--- src/rtl/led7_pkg.sv ---
// ----------------------------------------------------------------------------
// led7_pkg
// Shared types and constants for the multiplexed 7-segment scan driver.
//   nibble_t : one hex digit (4 bits)
//   seg_t    : active-low segment vector, segments a..g on bits 0..6
//   SEG_OFF  : all segments dark
//   GLYPHS   : 16-entry hex glyph table, indexed by nibble value
// ----------------------------------------------------------------------------
package led7_pkg;

    typedef logic [3:0] nibble_t;
    typedef logic [6:0] seg_t;

    localparam seg_t SEG_OFF = 7'h7F;

    // Packed so that GLYPHS[n] is the glyph for nibble n; listed F down to 0.
    localparam logic [15:0][6:0] GLYPHS = {
        7'h0E, 7'h06, 7'h21, 7'h46,   // F E d C
        7'h03, 7'h08, 7'h10, 7'h00,   // b A 9 8
        7'h78, 7'h02, 7'h12, 7'h19,   // 7 6 5 4
        7'h30, 7'h24, 7'h79, 7'h40    // 3 2 1 0
    };

endpackage

--- src/rtl/led7_hex_decode.sv ---
// ----------------------------------------------------------------------------
// led7_hex_decode
// Purely combinational hex-nibble to active-low 7-segment glyph decoder.
// Ports:
//   nibble : input  hex digit 0..F
//   seg_n  : output active-low segments a..g on bits 0..6
// ----------------------------------------------------------------------------
import led7_pkg::*;

module led7_hex_decode (
    input  nibble_t nibble,
    output seg_t    seg_n
);

    assign seg_n = GLYPHS[nibble];

endmodule

--- src/rtl/led7_scan_driver.sv ---
// ----------------------------------------------------------------------------
// led7_scan_driver
// Time-multiplexed driver for N_DIGITS common-anode 7-segment digits.
// A prescaler produces one tick every SCAN_DIV clocks; each tick advances the
// digit index and updates the registered segment/anode outputs for the new
// digit on the same edge. New data is written to a shadow register by 'load'
// and is copied into the display register only at the frame boundary (index
// wrap to 0), so a frame never shows a mix of old and new digits.
//
// Parameters:
//   N_DIGITS   : number of digits (1..8)
//   SCAN_DIV   : clocks per digit slot (>= 2)
// Ports:
//   clk        : clock, rising edge
//   rst_n      : asynchronous active-low reset
//   load       : one-cycle strobe capturing value/blank_mask/dp into shadow
//   value      : hex nibbles, nibble k drives digit k
//   blank_mask : bit k forces digit k dark
//   dp         : bit k lights decimal point of digit k
//   seg_n      : active-low segments a..g (registered)
//   dp_n       : active-low decimal point (registered)
//   an_n       : active-low digit enables, at most one low (registered)
//   pending    : shadow holds data not yet committed
//   frame_done : one-cycle pulse on each commit edge
//
// Configuration macro:
//   LED7_LZB_EN : when defined, leading zero digits (from the top digit down
//                 to the first nonzero nibble, never digit 0) are blanked.
// ----------------------------------------------------------------------------
import led7_pkg::*;

module led7_scan_driver #(
    parameter int N_DIGITS = 4,
    parameter int SCAN_DIV = 50000
) (
    input  logic                  clk,
    input  logic                  rst_n,
    input  logic                  load,
    input  logic [4*N_DIGITS-1:0] value,
    input  logic [N_DIGITS-1:0]   blank_mask,
    input  logic [N_DIGITS-1:0]   dp,
    output logic [6:0]            seg_n,
    output logic                  dp_n,
    output logic [N_DIGITS-1:0]   an_n,
    output logic                  pending,
    output logic                  frame_done
);

    localparam int CNT_W = (SCAN_DIV > 1) ? $clog2(SCAN_DIV) : 1;
    localparam int IDX_W = (N_DIGITS > 1) ? $clog2(N_DIGITS) : 1;
    localparam int VAL_W = 4 * N_DIGITS;

    localparam logic [CNT_W-1:0] CNT_LAST = CNT_W'(SCAN_DIV - 1);
    localparam logic [IDX_W-1:0] IDX_LAST = IDX_W'(N_DIGITS - 1);

    logic [CNT_W-1:0]    cnt_q, cnt_d;
    logic [IDX_W-1:0]    idx_q, idx_d;
    logic [VAL_W-1:0]    sh_value_q, sh_value_d;
    logic [N_DIGITS-1:0] sh_blank_q, sh_blank_d;
    logic [N_DIGITS-1:0] sh_dp_q, sh_dp_d;
    logic [VAL_W-1:0]    dsp_value_q, dsp_value_d;
    logic [N_DIGITS-1:0] dsp_blank_q, dsp_blank_d;
    logic [N_DIGITS-1:0] dsp_dp_q, dsp_dp_d;
    logic                pending_q, pending_d;
    logic                frame_done_q, frame_done_d;
    seg_t                seg_n_q, seg_n_d;
    logic                dp_n_q, dp_n_d;
    logic [N_DIGITS-1:0] an_n_q, an_n_d;

    logic                tick;
    logic                commit;
    logic [VAL_W-1:0]    src_value;
    logic [N_DIGITS-1:0] src_blank;
    logic [N_DIGITS-1:0] src_dp;
    logic [N_DIGITS-1:0] lzb_mask;
    logic [N_DIGITS-1:0] an_sel_n;
    nibble_t             sel_nibble;
    logic                sel_dark;
    logic                sel_dp;
    seg_t                glyph_seg;

    // Prescaler, digit index and shadow/display bookkeeping.
    always_comb begin
        tick  = (cnt_q == CNT_LAST);
        cnt_d = tick ? '0 : cnt_q + 1'b1;

        commit = tick && (idx_q == IDX_LAST);
        idx_d  = idx_q;
        if (tick) begin
            idx_d = (idx_q == IDX_LAST) ? '0 : idx_q + 1'b1;
        end

        // Display takes the pre-edge shadow; a coincident load still lands
        // in the shadow and keeps pending set.
        dsp_value_d = dsp_value_q;
        dsp_blank_d = dsp_blank_q;
        dsp_dp_d    = dsp_dp_q;
        pending_d   = pending_q;
        if (commit) begin
            dsp_value_d = sh_value_q;
            dsp_blank_d = sh_blank_q;
            dsp_dp_d    = sh_dp_q;
            pending_d   = 1'b0;
        end

        sh_value_d = sh_value_q;
        sh_blank_d = sh_blank_q;
        sh_dp_d    = sh_dp_q;
        if (load) begin
            sh_value_d = value;
            sh_blank_d = blank_mask;
            sh_dp_d    = dp;
            pending_d  = 1'b1;
        end

        frame_done_d = commit;

        // Outputs are computed for the post-edge display contents so they
        // appear on the same edge as the index change.
        src_value = commit ? sh_value_q : dsp_value_q;
        src_blank = commit ? sh_blank_q : dsp_blank_q;
        src_dp    = commit ? sh_dp_q    : dsp_dp_q;
    end

`ifdef LED7_LZB_EN
    logic zero_run;

    // Walk down from the top digit; blanking stops at the first nonzero.
    always_comb begin
        zero_run = 1'b1;
        lzb_mask = '0;
        for (int k = N_DIGITS - 1; k >= 1; k--) begin
            zero_run    = zero_run && (src_value[4*k +: 4] == 4'h0);
            lzb_mask[k] = zero_run;
        end
    end
`else
    assign lzb_mask = '0;
`endif

    // Select the nibble and attributes of the digit about to be shown.
    always_comb begin
        sel_nibble = '0;
        sel_dark   = 1'b0;
        sel_dp     = 1'b0;
        an_sel_n   = '1;
        for (int k = 0; k < N_DIGITS; k++) begin
            if (idx_d == IDX_W'(k)) begin
                sel_nibble  = src_value[4*k +: 4];
                sel_dark    = src_blank[k] || lzb_mask[k];
                sel_dp      = src_dp[k];
                an_sel_n[k] = 1'b0;
            end
        end
    end

    led7_hex_decode u_hex_decode (
        .nibble (sel_nibble),
        .seg_n  (glyph_seg)
    );

    // Registered display outputs, refreshed only on scan ticks.
    always_comb begin
        seg_n_d = seg_n_q;
        dp_n_d  = dp_n_q;
        an_n_d  = an_n_q;
        if (tick) begin
            if (sel_dark) begin
                seg_n_d = SEG_OFF;
                dp_n_d  = 1'b1;
                an_n_d  = '1;
            end else begin
                seg_n_d = glyph_seg;
                dp_n_d  = ~sel_dp;
                an_n_d  = an_sel_n;
            end
        end
    end

    // State registers. Index resets to the last digit so the first tick
    // after reset is a commit edge showing digit 0.
    always_ff @(posedge clk or negedge rst_n) begin
        if (!rst_n) begin
            cnt_q        <= '0;
            idx_q        <= IDX_LAST;
            sh_value_q   <= '0;
            sh_blank_q   <= '0;
            sh_dp_q      <= '0;
            dsp_value_q  <= '0;
            dsp_blank_q  <= '0;
            dsp_dp_q     <= '0;
            pending_q    <= 1'b0;
            frame_done_q <= 1'b0;
            seg_n_q      <= SEG_OFF;
            dp_n_q       <= 1'b1;
            an_n_q       <= '1;
        end else begin
            cnt_q        <= cnt_d;
            idx_q        <= idx_d;
            sh_value_q   <= sh_value_d;
            sh_blank_q   <= sh_blank_d;
            sh_dp_q      <= sh_dp_d;
            dsp_value_q  <= dsp_value_d;
            dsp_blank_q  <= dsp_blank_d;
            dsp_dp_q     <= dsp_dp_d;
            pending_q    <= pending_d;
            frame_done_q <= frame_done_d;
            seg_n_q      <= seg_n_d;
            dp_n_q       <= dp_n_d;
            an_n_q       <= an_n_d;
        end
    end

    assign seg_n      = seg_n_q;
    assign dp_n       = dp_n_q;
    assign an_n       = an_n_q;
    assign pending    = pending_q;
    assign frame_done = frame_done_q;

endmodule

--- config.mk ---
export PLATFORM = sky130hd
export DESIGN_NAME = led7_scan_driver
export DESIGN_NICKNAME = d
export VERILOG_FILES = /design/src/rtl/led7_pkg.sv /design/src/rtl/led7_hex_decode.sv /design/src/rtl/led7_scan_driver.sv
export SDC_FILE = /design/constraint.sdc
export NUM_CORES = 1
export LEC_CHECK = 0
export ABC_CLOCK_PERIOD_IN_PS = 7200
export CAP_MARGIN = 0
export CORE_MARGIN = 4
export CORE_UTILIZATION = 55
export CTS_CLUSTER_DIAMETER = 150
export DETAILED_ROUTE_END_ITERATION = 8
export PLACE_DENSITY = 0.78
export SYNTH_ARGS = -nofsm -noshare
export SYNTH_HDL_FRONTEND = slang
export SYNTH_SLANG_ARGS = --single-unit
--- constraint.sdc ---
create_clock -name clk -period 7.2 [get_ports clk]
set_input_delay 0.72 -clock clk [delete_from_list [all_inputs] [get_ports clk]]
set_output_delay 0.72 -clock clk [all_outputs]
set_load 0.01 [all_outputs]
* Word level (Yosys, flattened, before mapping)
Memories as Yosys holds them, arrays and structs flattened.
Index checks and enable logic that the tools add are counted.
** Storage, ports and cells
- Flip-flop bits (word level) :: 80
- Output and inout bits :: 14
- Memories kept :: 1
- Bits in read-only memories :: 112
- Word-level logic and storage cells :: 54
** Memory list
- (name not given) :: words 16, bits a word 7, read ports 1, clocked after Yosys merged registers in 0, write ports 0, RTL line led7_hex_decode.sv:15 : assign seg_n = GLYPHS[nibble];
** Cells by class
- Equality and inequality tests :: 5
- Magnitude comparators :: 1
- $add $sub $neg :: 2
- Bitwise gates (word level) :: 1
- Reduce and logical (&&, ||, !) cells :: 3
- Mux-type cells :: 28
** Operators with widths (number)
- $mux 16 :: 2
- $mux 4 :: 7
- $add 16x1->16 const B :: 1
- $eq 16x16->1 const B :: 1
- $mux 1 :: 15
- $mux 7 :: 2
- $eq 2x2->1 const B :: 3
- $lt 4x5->1 const B :: 1
- $mux 2 :: 2
- $add 2x1->2 const B :: 1
- $eq 2x1->1 const B :: 1
- $logic_not 2->1 :: 1
- $reduce_bool 2->1 :: 1
- $logic_and 1x1->1 :: 1
- $not 1->1 :: 1

* Depth between registers and ports, before layout
- Word-level depth :: 11
- Gate-level depth with buffers :: 13
- Gate-level depth less buffers :: 12

* Hierarchy
Synthesis repeated with hierarchy kept, for this count alone.
** Second synthesis, totals
- Cells, all modules :: 298
- Area total of the unflattened synthesis :: 3736.1 um2
** Modules (own cells, without submodules)
- led7_scan_driver :: instances 1, cells each 266, area each 3460.8 um2
- led7_hex_decode :: instances 1, cells each 32, area each 275.3 um2

* Worst setup path after synthesis
No wires, ideal clock.
- Path kind :: register -> register
- From :: register idx_q[1]
- To :: register seg_n_q[5], in the netlist seg_n[5]
- Cell stages (with the launch flop) :: 14
- Setup time :: 0.083 ns
- Data arrival time :: 2.944 ns
- Buffers on the path :: 1
- Path slack :: 4.172 ns
- Cell sequence :: dfstp_2 > ha_1 > and4_1 > nand4_4 > buf_2 > mux2_2 > mux2_2 > mux2i_4 > inv_1 > ha_1 > nand2_1 > o21ai_0 > a221oi_1 > nor2_1
** Between the ends
- Cells in the longest elaborated chain, start to end :: 11
** RTL lines
- from (decl) :: RTL line led7_scan_driver.sv:57 : logic [IDX_W-1:0] idx_q, idx_d;
- from (signal assigned) :: RTL line led7_scan_driver.sv:199 : idx_q <= idx_d;
- $add 2x1->2 or $eq 2x2->1 (tied branches) :: RTL line led7_scan_driver.sv:90, led7_scan_driver.sv:87
- $mux 2 :: RTL line led7_scan_driver.sv:90 : idx_d = (idx_q == IDX_LAST) ? '0 : idx_q + 1'b1;
- $mux 2 :: RTL line led7_scan_driver.sv:89 : if (tick) begin
- $logic_not 2->1 :: RTL line led7_scan_driver.sv:148 : if (idx_d == IDX_W'(k)) begin
- $mux 4 (4 in series) :: RTL line led7_scan_driver.sv:148
- $mem_v2 16x7
- $mux 7 (implied by the code) :: RTL line led7_hex_decode.sv:15
- $mux 7 * :: RTL line led7_scan_driver.sv:168 : if (sel_dark) begin
- to (signal assigned) :: RTL line led7_scan_driver.sv:208 : seg_n_q <= seg_n_d;
- to (decl) :: RTL line led7_scan_driver.sv:66 : seg_t seg_n_q, seg_n_d;
Mark *: on every way between the ends. The rest lies on a longest branch, timed or not. The select of a mux whose other input is x is not followed.
A chain may end at the register's enable or synchronous reset.

* Final worst setup path
- From :: register idx_q[0]
- To :: register seg_n_q[5], in the netlist seg_n[5]
Same word-level chain as after synthesis.

==> key figures <==
Run status
  • Status: complete, no violations

Finish
  • Area grow syn2layout: 18.1%
  • Post-layout util: 67.1%
  • Final nets: 377
  • Share of cells above drive strength 1: 30.0%
  • ANT cells: 0

Clock tree
  • Clock Latency Late Sink: 0.35 ns
  • # resized after CTS: 0
  • Setup Buffers After CTS: 0
  • H-tree Lvls: 3
  • Hold buffers post-CTS: 0
  • Maximum buffer depth of the clock tree: 2
  • Total CTS buffers: 9
  • Clk sink count: 80
  • Worst-path clk slew: 0.09 ns
  • CTS tree: yes
  • CTS Root Buffer Type: clkbuf_8

Run
  • Max cap viols: 0

Setup path
  • Worst setup SP type: register
  • Worst Path Class, Setup: reg -> reg
  • Crit end category: register
  • FF-to-FF Start: idx_q[0]
  • Critical path data required time: 7.49 ns
  • Critical path's slowest cell: dfstp_2
  • Max FO, Critical Path: 25
  • Crit path arrival time: 3.95 ns
  • Critical Path, Cell by Cell: ha_1, and4_1, nand4_4, mux2_2, mux2_2, mux2i_4, inv_1, ha_1, nand2_1, o21ai_0, a221oi_1, nor2_1
  • Worst Setup SP: idx_q[0]
  • Crit-path max cell delay: 0.75 ns

Floorplan
  • Starting Density: 56.8%
  • Total core area: 0.00683 mm^2
  • # IOs: 41
  • Die H: 92.0 um
  • Rows: 30
  • Die X: 92.0 um
  • Die area: 0.00847 mm^2

Drt
  • Drt pass-1 iters: 4
  • WL/cell: 16.0 um
  • Initial DRC count: 116
  • Vias per inst: 5.50
  • Vias post-DR: 2437
  • Final ANT Viol Nets: 0
  • Final wirelength: 7.08 mm
  • DRC: 0

Min path
  • Worst hold path type: reg -> reg
  • Worst Hold Launch: cnt_q[0]

Synthesis
  • Synth area leaders: dfrtp_1, mux2_2, dfstp_2
  • Mapped Avg Cell Area: 12.9 um^2
  • Synth Warn #: 0
  • Seq/Total Area, Yosys: 52.0%
  • Yosys top cell area share: 42.5%
  • Mapped Cells: 302
  • Synth cell types: 47
  • FFs w/ async S/R, synth: 100%
  • Post-Synthesis Cell Area: 0.00388 mm^2
  • Main synth FF type: dfrtp_1
  • Area leader, netlist: dfrtp_1
  • Syn Nets: 337
  • Number of synthesized flops with an enable pin: 0
  • Yosys reg bits: 80

GRT
  • Total global-route track usage: 18.4%
  • Grt ovf: 0
  • Antenna violations before repair: 0
  • Global-route wire length before repair: 12.2 mm
  • Vias in the first global route: 2538
  • Largest net degree at the start of global routing: 81

Timing
  • Min Tclk post-route: 3.66 ns
  • Worst slew margin: 26.1%
  • Setup TNS: 0 ns
  • Endpoints failing setup: 0
  • Max-slew violations: 0
  • Fin. Hold Viols: 0
  • Worst-margin pin slew: 1.11 ns
  • Fmax: 273 MHz
  • Clock skew: 0.00829 ns
  • Period utilisation layout: 50.9%
  • Unrepaired setup endpoints after global routing: no

Place
  • Placer Congestion: 0.830
  • HPWL Detailed: 4.92 mm
  • Port bufs: 40

Power
  • Leak: 2.09 nW
  • Peak supply drop: 0.154 mV
  • Power Dens Cells: 194 mW/mm^2
==> Yosys cell counts (2+ instances only) <==
master / count
inv_1: 7
a221oi_1: 2
mux2i_1: 18
and3_1: 6
mux2_2: 54
a21oi_1: 3
nor2b_1: 2
mux2_1: 2
mux2i_4: 3
and4_1: 2
dfrtp_1: 66
ha_1: 8
o21ai_1: 2
clkbuf_1: 5
a31oi_1: 4
mux2_4: 3
buf_2: 4
xnor2_1: 5
o21ai_0: 4
buf_1: 3
xor2_1: 11
and2_1: 2
nand2_1: 13
and4bb_2: 2
mux4_2: 2
dfstp_2: 14
nor2_1: 28
nand3_1: 8
==> logic make-up (layout without fill, tap and decap cells) <==
family / after synthesis / in the layout / synth area share, %
mux: 82 / 82 / 24.9
flops: 80 / 80 / 52.0
simple gates: 70 / 70 / 9.93
compound gates: 26 / 26 / 4.87
buf+inv: 20 / 65 / 2.06
xor+xnor: 16 / 16 / 3.61
fa+ha+maj: 8 / 8 / 2.58
==> placed cells by master, fill, tap and decap left out, drive strengths merged, types with 8 or more instances in the layout <==
cell type,instances
nand2,13
dfrtp,66
clkdlybuf4s50,39
mux2,59
clkbuf,10
inv,9
nor2,28
nand3,8
dfstp,14
ha,8
mux2i,21
xor2,11
==> through the flow <==
stage | instance area [um^2] | hold slack (ns) | worst slack, ns | power [mW] | cells
after global routing | 4590 | 0.486 | 3.27 | 0.924 | 443
after floorplan | 3880 | 0.424 | 4.17 | 0.494 | 302
final | 4590 | 0.455 | 3.54 | 0.889 | 443
after global placement | 4360 | 0.452 | 3.62 | 0.520 | 427
after detailed placement | 4360 | 0.447 | 3.52 | 0.522 | 427
after CTS | 4590 | 0.458 | 3.52 | 0.899 | 443
==> path summary, 6_finish.rpt <==
| kind | to | slack [ns] | cells past startpoint |
|---|---|---|---|
| max | seg_n[5] | 3.54 | 12 |
| min | cnt_q[0] | 0.45 | 1 |
| max reg2reg | seg_n[5] | 3.54 | 12 |
| min reg2reg | cnt_q[0] | 0.45 | 1 |
| max in group asynchronous | dsp_value_q[1] | 6.06 | 1 |
| min in group asynchronous | cnt_q[12] | 0.52 | 1 |
==> routing by layer <==
| metal | vias up | wire length [um] | GRT usage (%) |
|---|---|---|---|
| li1 | 1156 | - | - |
| met1 | 1218 | 3230 | 24.1 |
| met2 | 50 | 3370 | 29.4 |
| met3 | 13 | 307 | 4.18 |
| met4 | 0 | 161 | 8.42 |
| met5 | - | 0 | 0 |
==> flip-flops by register name, summed over array words and instances (netlist names) <==
signal	count
seg_n	7
dp_n	1
dsp_dp_q	4
cnt_q	16
idx_q	2
sh_value_q	16
dsp_blank_q	4
sh_dp_q	4
pending	1
an_n	4
sh_blank_q	4
dsp_value_q	16
frame_done	1
==> report_power, final <==
part	switching [mW]	internal (mW)
Clock	0.170	0.207
Sequential	0.00883	0.463
Combinational	0.0154	0.0249
Total	0.195	0.694
==> worst max-delay path: cells and delay by family, from the launching register on <==
family	cells	cell delay, ns
buffers and inverters	1	0.13
multiplexers	3	0.99
AND/OR/NAND/NOR	4	0.80
adder cells (fa/ha/maj)	2	0.53
flip-flops	1	0.75
AO/OA/AOI/OAI	2	0.38
==> final cells by class <==
class / count / area, um^2
Sequential cell: 80 / 2020
Multi-Input combinational cell: 202 / 1780
Inverter: 8 / 30.0
Clock buffer: 10 / 138
Tap cell: 96 / 120
Clock inverter: 6 / 91.3
Fill cell: 533 / 2240
Timing Repair Buffer: 41 / 405
Power figures use the tool's default switching activity.
